<file path="config.mk">
export PLATFORM = sky130hd
export DESIGN_NAME = display_scan_mux_flat
export DESIGN_NICKNAME = d
export VERILOG_FILES = /design/src/rtl/display_scan_mux_if.sv /design/src/rtl/display_scan_mux.sv /design/src/flat_wrapper.sv
export SDC_FILE = /design/constraint.sdc
export NUM_CORES = 1
export LEC_CHECK = 0
export ABC_CLOCK_PERIOD_IN_PS = 1800
export CAP_MARGIN = 0
export CORE_AREA = 2 2 51 53
export DETAILED_ROUTE_END_ITERATION = 10
export DIE_AREA = 0 0 53 55
export PLACE_DENSITY = 0.74
export SYNTH_ARGS = -nofsm -noshare
export SYNTH_HDL_FRONTEND = slang
export SYNTH_SLANG_ARGS = --single-unit
export TNS_END_PERCENT = 20
</file>
<file path="constraint.sdc">
create_clock -name clk -period 1.8 [get_ports clk]
set_input_delay 0.27 -clock clk [delete_from_list [all_inputs] [get_ports clk]]
set_output_delay 0.27 -clock clk [all_outputs]
set_load 0.05 [all_outputs]
</file>
<file path="src/rtl/display_scan_mux_if.sv">
// Signal bundle between the display datapath and the scanner.
// No valid/ready handshake: the scanner samples en, ch_mask and data_in on every rising edge, and its outputs are registered.
interface display_scan_mux_if #(
    parameter int N_CH   = 2,
    parameter int DATA_W = 4
);
    localparam int IW = (N_CH > 1) ? $clog2(N_CH) : 1;

    logic                     en;
    logic [N_CH-1:0]          ch_mask;
    logic [N_CH*DATA_W-1:0]   data_in;
    logic [N_CH-1:0]          sel;
    logic [DATA_W-1:0]        data_out;
    logic [IW-1:0]            idx;
    logic                     frame_tick;
    logic [1:0]               state;

    modport master (
        output en, ch_mask, data_in,
        input  sel, data_out, idx, frame_tick, state
    );

    modport slave (
        input  en, ch_mask, data_in,
        output sel, data_out, idx, frame_tick, state
    );
endinterface

</file>
<file path="src/rtl/display_scan_mux.sv">
// Time-multiplexed display scanner: one-hot channel enable with dwell, guard blanking,
// per-channel masking and a frame-complete pulse on scan wrap-around.
module display_scan_mux #(
    parameter int N_CH   = 2,
    parameter int DATA_W = 4,
    parameter int DWELL  = 1000,
    parameter int GUARD  = 2
) (
    input  logic               clk,
    input  logic               reset,
    display_scan_mux_if.slave  bus
);
    localparam int IW = (N_CH > 1) ? $clog2(N_CH) : 1;
    localparam int DW = (DWELL > 1) ? $clog2(DWELL + 1) : 1;
    localparam int GW = (GUARD > 0) ? $clog2(GUARD + 1) : 1;
    localparam logic [DW-1:0] DWELL_LAST = DW'(DWELL - 1);
    localparam logic [GW-1:0] GUARD_LAST = GW'((GUARD > 0) ? GUARD - 1 : 0);
    localparam bit HAS_GUARD = (GUARD > 0);

    typedef enum logic [1:0] {
        S_IDLE  = 2'd0,
        S_BLANK = 2'd1,
        S_ON    = 2'd2
    } state_t;

    state_t              r_state, w_state_nxt;
    logic [IW-1:0]       r_idx, w_idx_nxt;
    logic [DW-1:0]       r_dwell_cnt, w_dwell_nxt;
    logic [GW-1:0]       r_guard_cnt, w_guard_nxt;
    logic [N_CH-1:0]     r_sel, w_sel_nxt;
    logic [DATA_W-1:0]   r_data_out, w_data_nxt;
    logic                r_frame_tick, w_tick_nxt;
    logic [IW-1:0]       w_adv_idx;

    // Next set mask bit strictly after cur, wrapping; returns cur when it is the only one set.
    function automatic logic [IW-1:0] next_set(input logic [N_CH-1:0] m, input logic [IW-1:0] cur);
        logic [IW-1:0] res;
        logic          found;
        int            j;
        res   = cur;
        found = 1'b0;
        for (int i = 1; i <= N_CH; i++) begin
            j = int'(cur) + i;
            if (j >= N_CH) j = j - N_CH;
            if (!found && m[j]) begin
                res   = IW'(j);
                found = 1'b1;
            end
        end
        return res;
    endfunction

    function automatic logic [IW-1:0] lowest_set(input logic [N_CH-1:0] m);
        logic [IW-1:0] res;
        res = '0;
        for (int i = N_CH - 1; i >= 0; i--) begin
            if (m[i]) res = IW'(i);
        end
        return res;
    endfunction

    always_ff @(posedge clk or posedge reset) begin
        if (reset) begin
            r_state      <= S_IDLE;
            r_idx        <= '0;
            r_dwell_cnt  <= '0;
            r_guard_cnt  <= '0;
            r_sel        <= '0;
            r_data_out   <= '0;
            r_frame_tick <= 1'b0;
        end else begin
            r_state      <= w_state_nxt;
            r_idx        <= w_idx_nxt;
            r_dwell_cnt  <= w_dwell_nxt;
            r_guard_cnt  <= w_guard_nxt;
            r_sel        <= w_sel_nxt;
            r_data_out   <= w_data_nxt;
            r_frame_tick <= w_tick_nxt;
        end
    end

    assign w_adv_idx = next_set(bus.ch_mask, r_idx);

    always_comb begin
        w_state_nxt = r_state;
        w_idx_nxt   = r_idx;
        w_dwell_nxt = '0;
        w_guard_nxt = '0;
        w_tick_nxt  = 1'b0;
        if (!bus.en || (bus.ch_mask == '0)) begin
            w_state_nxt = S_IDLE;
        end else begin
            case (r_state)
                S_IDLE: begin
                    w_idx_nxt   = lowest_set(bus.ch_mask);
                    w_state_nxt = HAS_GUARD ? S_BLANK : S_ON;
                end
                S_BLANK: begin
                    if (r_guard_cnt == GUARD_LAST) begin
                        w_state_nxt = S_ON;
                        // Target may have been masked while blanking: pick the next live channel.
                        if (!bus.ch_mask[r_idx]) w_idx_nxt = w_adv_idx;
                    end else begin
                        w_guard_nxt = r_guard_cnt + 1'b1;
                    end
                end
                S_ON: begin
                    if ((r_dwell_cnt == DWELL_LAST) || !bus.ch_mask[r_idx]) begin
                        w_idx_nxt   = w_adv_idx;
                        w_tick_nxt  = (w_adv_idx <= r_idx);
                        w_state_nxt = HAS_GUARD ? S_BLANK : S_ON;
                    end else begin
                        w_dwell_nxt = r_dwell_cnt + 1'b1;
                    end
                end
                default: w_state_nxt = S_IDLE;
            endcase
        end
    end

    always_comb begin
        w_sel_nxt  = '0;
        w_data_nxt = '0;
        if (w_state_nxt == S_ON) begin
            w_sel_nxt[w_idx_nxt] = 1'b1;
            w_data_nxt           = bus.data_in[int'(w_idx_nxt) * DATA_W +: DATA_W];
        end
    end

    assign bus.sel        = r_sel;
    assign bus.data_out   = r_data_out;
    assign bus.idx        = r_idx;
    assign bus.frame_tick = r_frame_tick;
    assign bus.state      = r_state;
endmodule

</file>
<file path="src/flat_wrapper.sv">
// flat-port wrapper written by rule: the top's interface ports become plain ports
module display_scan_mux_flat 
#(
    parameter int N_CH   = 2,
    parameter int DATA_W = 4,
    parameter int DWELL  = 1000,
    parameter int GUARD  = 2
)
  (clk, reset, bus_en, bus_ch_mask, bus_data_in, bus_sel, bus_data_out, bus_idx, bus_frame_tick, bus_state);
  display_scan_mux_if #(.N_CH(N_CH), .DATA_W(DATA_W)) bus_i ();
  input  logic clk;
  input  logic reset;
  input wire logic [$bits(bus_i.en)-1:0] bus_en;
  input wire logic [$bits(bus_i.ch_mask)-1:0] bus_ch_mask;
  input wire logic [$bits(bus_i.data_in)-1:0] bus_data_in;
  output wire logic [$bits(bus_i.sel)-1:0] bus_sel;
  output wire logic [$bits(bus_i.data_out)-1:0] bus_data_out;
  output wire logic [$bits(bus_i.idx)-1:0] bus_idx;
  output wire logic [$bits(bus_i.frame_tick)-1:0] bus_frame_tick;
  output wire logic [$bits(bus_i.state)-1:0] bus_state;
  assign bus_i.en = bus_en;
  assign bus_i.ch_mask = bus_ch_mask;
  assign bus_i.data_in = bus_data_in;
  assign bus_sel = bus_i.sel;
  assign bus_data_out = bus_i.data_out;
  assign bus_idx = bus_i.idx;
  assign bus_frame_tick = bus_i.frame_tick;
  assign bus_state = bus_i.state;
  display_scan_mux #(.N_CH(N_CH), .DATA_W(DATA_W), .DWELL(DWELL), .GUARD(GUARD)) u_core (.clk(clk), .reset(reset), .bus(bus_i));
endmodule
</file>
---- Word level (Yosys, flattened, before mapping) ----
Index checks and enable logic that the tools add are counted.
storage, ports and cells
  flip-flop bits (word level) ............. 22
  bits of input ports ..................... 13
  output and inout bits ................... 10
  logic and storage cells ................. 73
operators by class
  add/subtract/negate cells ............... 6
  $lt $le $gt $ge ......................... 8
  equal/unequal tests ..................... 5
  shift operators ......................... 1
  multiplexer cells ....................... 37
  reductions and logical operators ........ 9
operators by type and width
  kind                                                                     count
  32-bit by 3-bit >= comparator with 1-bit output (second input constant)  2
  32-bit by 3-bit < comparator with 1-bit output (second input constant)   2
  32-bit two-way mux                                                       2
  32-bit by 3-bit subtractor with 32-bit output (second input constant)    2
  10-bit two-way mux                                                       3
  1-bit two-way mux                                                        21
  2-bit two-way mux                                                        7
  10-bit by 1-bit adder with 10-bit output (second input constant)         1
  10-bit equality test (second input constant)                             1
  8-bit by 4-bit variable part select with 4-bit output                    1
  2-bit one-hot mux with 3 select lines                                    1
  2-bit by 1-bit equality test with 1-bit output (second input constant)   2
  2-bit equality test (second input constant)                              2
  2-bit logical NOT                                                        2
  1-bit by 2-bit < comparator with 1-bit output (second input constant)    2
  4-bit two-way mux                                                        1
  1-bit by 2-bit adder with 3-bit output (second input constant)           1
  1-bit logical NOT                                                        3
  1-bit one-hot mux with 3 select lines                                    1
  1-bit by 1-bit adder with 2-bit output (second input constant)           1
  2-bit by 1-bit adder with 2-bit output (second input constant)           1
  1-bit logical AND                                                        2
  1-bit logical OR                                                         2
  1-bit demux with 1-bit select                                            1
  other kinds (2)                                                          2

---- Logic depth before layout (Yosys ltp) ----
  depth in word-level cells ............... 19
  mapped depth ............................ 7
  gate-level depth less buffers ........... 7

---- Least setup slack after synthesis ----
Ideal clock, no wire load.
  path kind ............................... reg2reg
  from .................................... register u_core.r_idx, in the netlist u_core.bus.idx
  to ...................................... register u_core.r_data_out[0], in the netlist u_core.bus.data_out[0]
  arrival time ............................ 1,729 ps
  required time ........................... 1,721 ps
  slack ................................... -9 ps
  cell stages (with the launch flop) ...... 8
  period minus slack after synthesis ...... 1,809 ps
  cells stage by stage .................... dfrtp_1 -> buf_4 -> mux2_4 -> o22ai_2 -> or3_4 -> clkinv_4 -> nand2_1 -> mux2i_1
between the ends
  elaborated cells on any way between the ends .. 34
  classes of those cells .................. add/sub (4); order compare (2); eq/ne (1); shift (1); mux (22); reduce/logical (4)
RTL lines
  item                                                  RTL line                 source
  from (decl)                                           display_scan_mux.sv:27   logic [IW-1:0] r_idx, w_idx_nxt;
  from (signal assigned)                                display_scan_mux.sv:73   r_idx <= w_idx_nxt;
  1-bit two-way mux (implied by the code) (2 in a row)  display_scan_mux.sv:108  if ((r_dwell_cnt == DWELL_LAST) || !bus.ch_mask[r_idx]) begin
  1-bit logical NOT                                     --
  1-bit logical OR                                      display_scan_mux.sv:108
  2-bit two-way mux                                     display_scan_mux.sv:108
  2-bit one-hot mux with 3 select lines                 display_scan_mux.sv:93   case (r_state)
  2-bit two-way mux                                     display_scan_mux.sv:90   if (!bus.en || (bus.ch_mask == '0)) begin
  via u_core.w_state_nxt[1]                             display_scan_mux.sv:26   state_t r_state, w_state_nxt;
  2-bit equality test                                   display_scan_mux.sv:124  if (w_state_nxt == S_ON) begin
  4-bit two-way mux                                     display_scan_mux.sv:124
  via u_core.w_data_nxt[0]                              display_scan_mux.sv:31   logic [DATA_W-1:0] r_data_out, w_data_nxt;
  to (signal assigned)                                  display_scan_mux.sv:77   r_data_out <= w_data_nxt;
  to (decl)                                             display_scan_mux.sv:31
The timed path passes the listed nets, and every way through them passes these cells. The select of a mux whose other input is x is not followed.

---- Final worst setup path ----
  from .................................... register u_core.r_data_out[3], in the netlist u_core.bus.data_out[3]
  to ...................................... output port bus_data_out[3]
RTL lines
  item       RTL line            source
  to (decl)  flat_wrapper.sv:17  output wire logic [$bits(bus_i.data_out)-1:0] bus_data_out;
No word-level cell between the ends.

==> reports/qor.yml <==
setup_path:
  critPathRequiredTime_ps: 1530
  endpoint_kind: "primary output"
  critical_path_class: "reg2out"
  critical_path_s_top_delay_family: "buffers and inverters"
  critical_path.n_buffers_inverters: 1
  crit_slowest_cell: "sky130_fd_sc_hd__clkdlybuf4s50_1"
  worstPathCellList: "clkdlybuf4s50_1"
  cp_max_fo: 1
  worstSetupStartpointType: "register"
  crit_arrival_ps: 1480
  worst_path_largest_cell_delay_ps: 800
drt:
  route.final.wire_length_um: 2245
  dr.first_iter.drc_count: 12
  dr_total_vias: 860
  drtAntennaViolNets: 0
  remaining_drc_errors: 0
  avgRoutedWirePerCell_um: 13.28
  route.detailed.vias_per_inst: 5.089
  detail_route.first_pass.iterations: 4
outcome:
  status: "completed"
floorplanning:
  core_area_um2: 2365
  dieArea_um2: 2915
  chipHeight_um: 55
  initial_core_util_pct: 45.98
  boundaryPins: 23
  die_width_um: 53
  placementRows: 18
sta:
  timing.final.crit_share_pct: 97.35
  report.final.slew_viol_count: 0
  achievable-frequency_ghz: 0.5707
  tightestPinTransition_ps: 502.4
  fin_hold_ws_ps: 277.1
  finClkSkew_ps: 6.680
  finalCriticalPeriod_ps: 1752
  finalHoldViolCount: 0
  finalSetupViolCount: 0
  relSlewSlack_pct: 66.40
final_layout:
  post-route-cell-area_um2: 1465
  most_common_cell_after_layout_fill_and_taps_aside: "sky130_fd_sc_hd__dfrtp_1"
  num_antenna_cells: 0
  end_of_flow_core_utilization_pct: 61.96
  fin_nets: 154
  top_library_cells_by_usage_in_the_layout_fill_and_taps_aside: "sky130_fd_sc_hd__dfrtp_1 (21), sky130_fd_sc_hd__clkdlybuf4s50_1 (19), sky130_fd_sc_hd__buf_4 (14), sky130_fd_sc_hd__nor2_1 (13), sky130_fd_sc_hd__nand2_1 (10)"
  area.growth.synth_to_final_pct: 34.75
  drive_above_1_share_pct: 20.86
job:
  drv_cap: 0
cts:
  cts.reportedPaths.clkPinSlew_ps: 120
  worst_skew_pair.late_latency_ps: 310
  holdBufCountCts: 0
  clock_sink_count: 22
  htreeDepth: 1
  cts_bufs_inserted: 3
  cts_buffer_depth: 2
  cts_root_buf: "sky130_fd_sc_hd__clkbuf_4"
  tritoncts: "done"
power:
  p_leak_nw: 0.6587
  pwr_density_cell_nw_per_um2: 628.4
  peakVddDrop_mv: 0.4372
yosys:
  share_of_synthesized_registers_carrying_an_async_set_or_reset_pct: 100.0
  synthDistinctLibCells: 37
  yosysTopAreaCellShare_pct: 50.63
  synthFlopType: "sky130_fd_sc_hd__dfrtp_1"
  ys_warn_count: 0
  synth_seq_area_share_pct: 50.63
  synthesis.area_per_instance_um2: 10.56
  synth.cell_area_um2: 1087
  synth_enable_flop_cells: 0
  number_of_instances_in_the_synthesized_netlist: 103
  synth-seq-cells: 22
  postSynthNetCount: 117
  synth_area_leader_cell: "sky130_fd_sc_hd__dfrtp_1"
  post_synth_main_area_contributors: "sky130_fd_sc_hd__dfrtp_1 (51%), sky130_fd_sc_hd__nor2_1 (4.5%), sky130_fd_sc_hd__xnor2_1 (4.0%)"
global_route:
  via_count_of_the_first_global_routing_pass: 803
  number_of_antenna_violations_at_the_first_check_in_global_routing: 0
  globalRoute.totalOverflow: 0
  wire_length_of_the_first_global_routing_pass_um: 3360
  grt_start_max_net_pins: 23
  groute.usage.overall_pct: 16.68
hold_path:
  min-delay-path-class: "in2async"
placement:
  dpl.hpwl_um: 1535
  place.gp.congestion: 0.7585
  placed_cell_area_um2: 1388
  buffer_ports.inserted: 22
-- cell families (layout without fill, tap and decap cells) --
kind of cell | after synthesis | count (layout) | synth area share [%]
AOI/OAI and AO/OA | 10 | 10 | 6.789
and+or+nand+nor | 50 | 50 | 26.01
buffers and inverters | 7 | 43 | 3.912
DFF | 22 | 22 | 50.63
xor gates and xnor gates | 8 | 8 | 6.444
muxes | 5 | 5 | 5.063
adders and majority gates | 1 | 1 | 1.151
-- synth_stat cells (all sizes together) (2+ instances only) --
library cell,n
xnor2,5
and3b,2
xor2,3
buf,2
o21ai,2
and3,4
nor2,13
a21oi,2
nand2,10
and2,3
nand4,3
nand3,5
nor4,2
mux2i,4
inv,4
dfrtp,22
-- registers in the layout, indices dropped and copies added (netlist names) --
signal,flops
u_core.bus.data_out,4
u_core.bus.frame_tick,1
u_core.bus.idx,1
u_core.bus.sel,2
u_core.bus.state,2
u_core.r_dwell_cnt,10
u_core.r_guard_cnt,2
-- per-layer routing --
metal  up-vias  share of wire [%]  track usage (%)
met2        24                 48            26.67
met1       400                 46            20.78
li1        431                  -                -
met5         -                  0                0
met3         5                4.1            2.688
met4         0                2.0            11.54
-- worst paths after layout --
check | slack [ps] | depth (start not counted) | end | start
setup reg to reg | 80 | 7 | u_core.bus.data_out[1] | u_core.r_dwell_cnt[0]
hold / removal | 280 | 3 | u_core.bus.data_out[3] | reset
hold reg to reg | 510 | 1 | u_core.r_guard_cnt[0] | u_core.r_guard_cnt[0]
min in group clk | 490 | 3 | u_core.bus.data_out[2] | bus_data_in[6]
max in group asynchronous | 1290 | 3 | u_core.bus.idx | reset
setup / recovery | 50 | 1 | bus_data_out[3] | u_core.bus.data_out[3]
-- power breakdown --
part | switching, mW | leakage (nW) | internal [mW]
clock network | 0.149 | 0.0210 | 0.124
logic | 0.0648 | 0.335 | 0.0661
registers | 0.0148 | 0.303 | 0.502
total | 0.229 | 0.659 | 0.692
-- final cells by class --
class	instances	area (um^2)
fillers	211	899.6
inverters	5	23.77
well taps	30	37.54
multi-input cells	74	509.2
repair buffers	34	306.5
flip-flops and latches	22	551.8
clock buffers	4	36.28
-- metrics by stage --
step           setup TNS, ps  total power, mW  cells  worst slack [ps]
2_1_floorplan              0           0.5994    103             38.46
3_5_place_dp          -431.8           0.6552    162            -100.4
3_3_place_gp          -387.5           0.6535    162            -93.72
5_1_grt               -479.8           0.9604    169            -121.4
6_report                   0           0.9206    169             47.70
4_1_cts                    0           0.9327    166             24.72
-- what timing repair did --
item                                    CTS  global route
resized for setup                         0             4
endpoints found under the setup margin    0             6
setup buffers                             0             3
No activity file was read; power rests on OpenSTA's default activity.
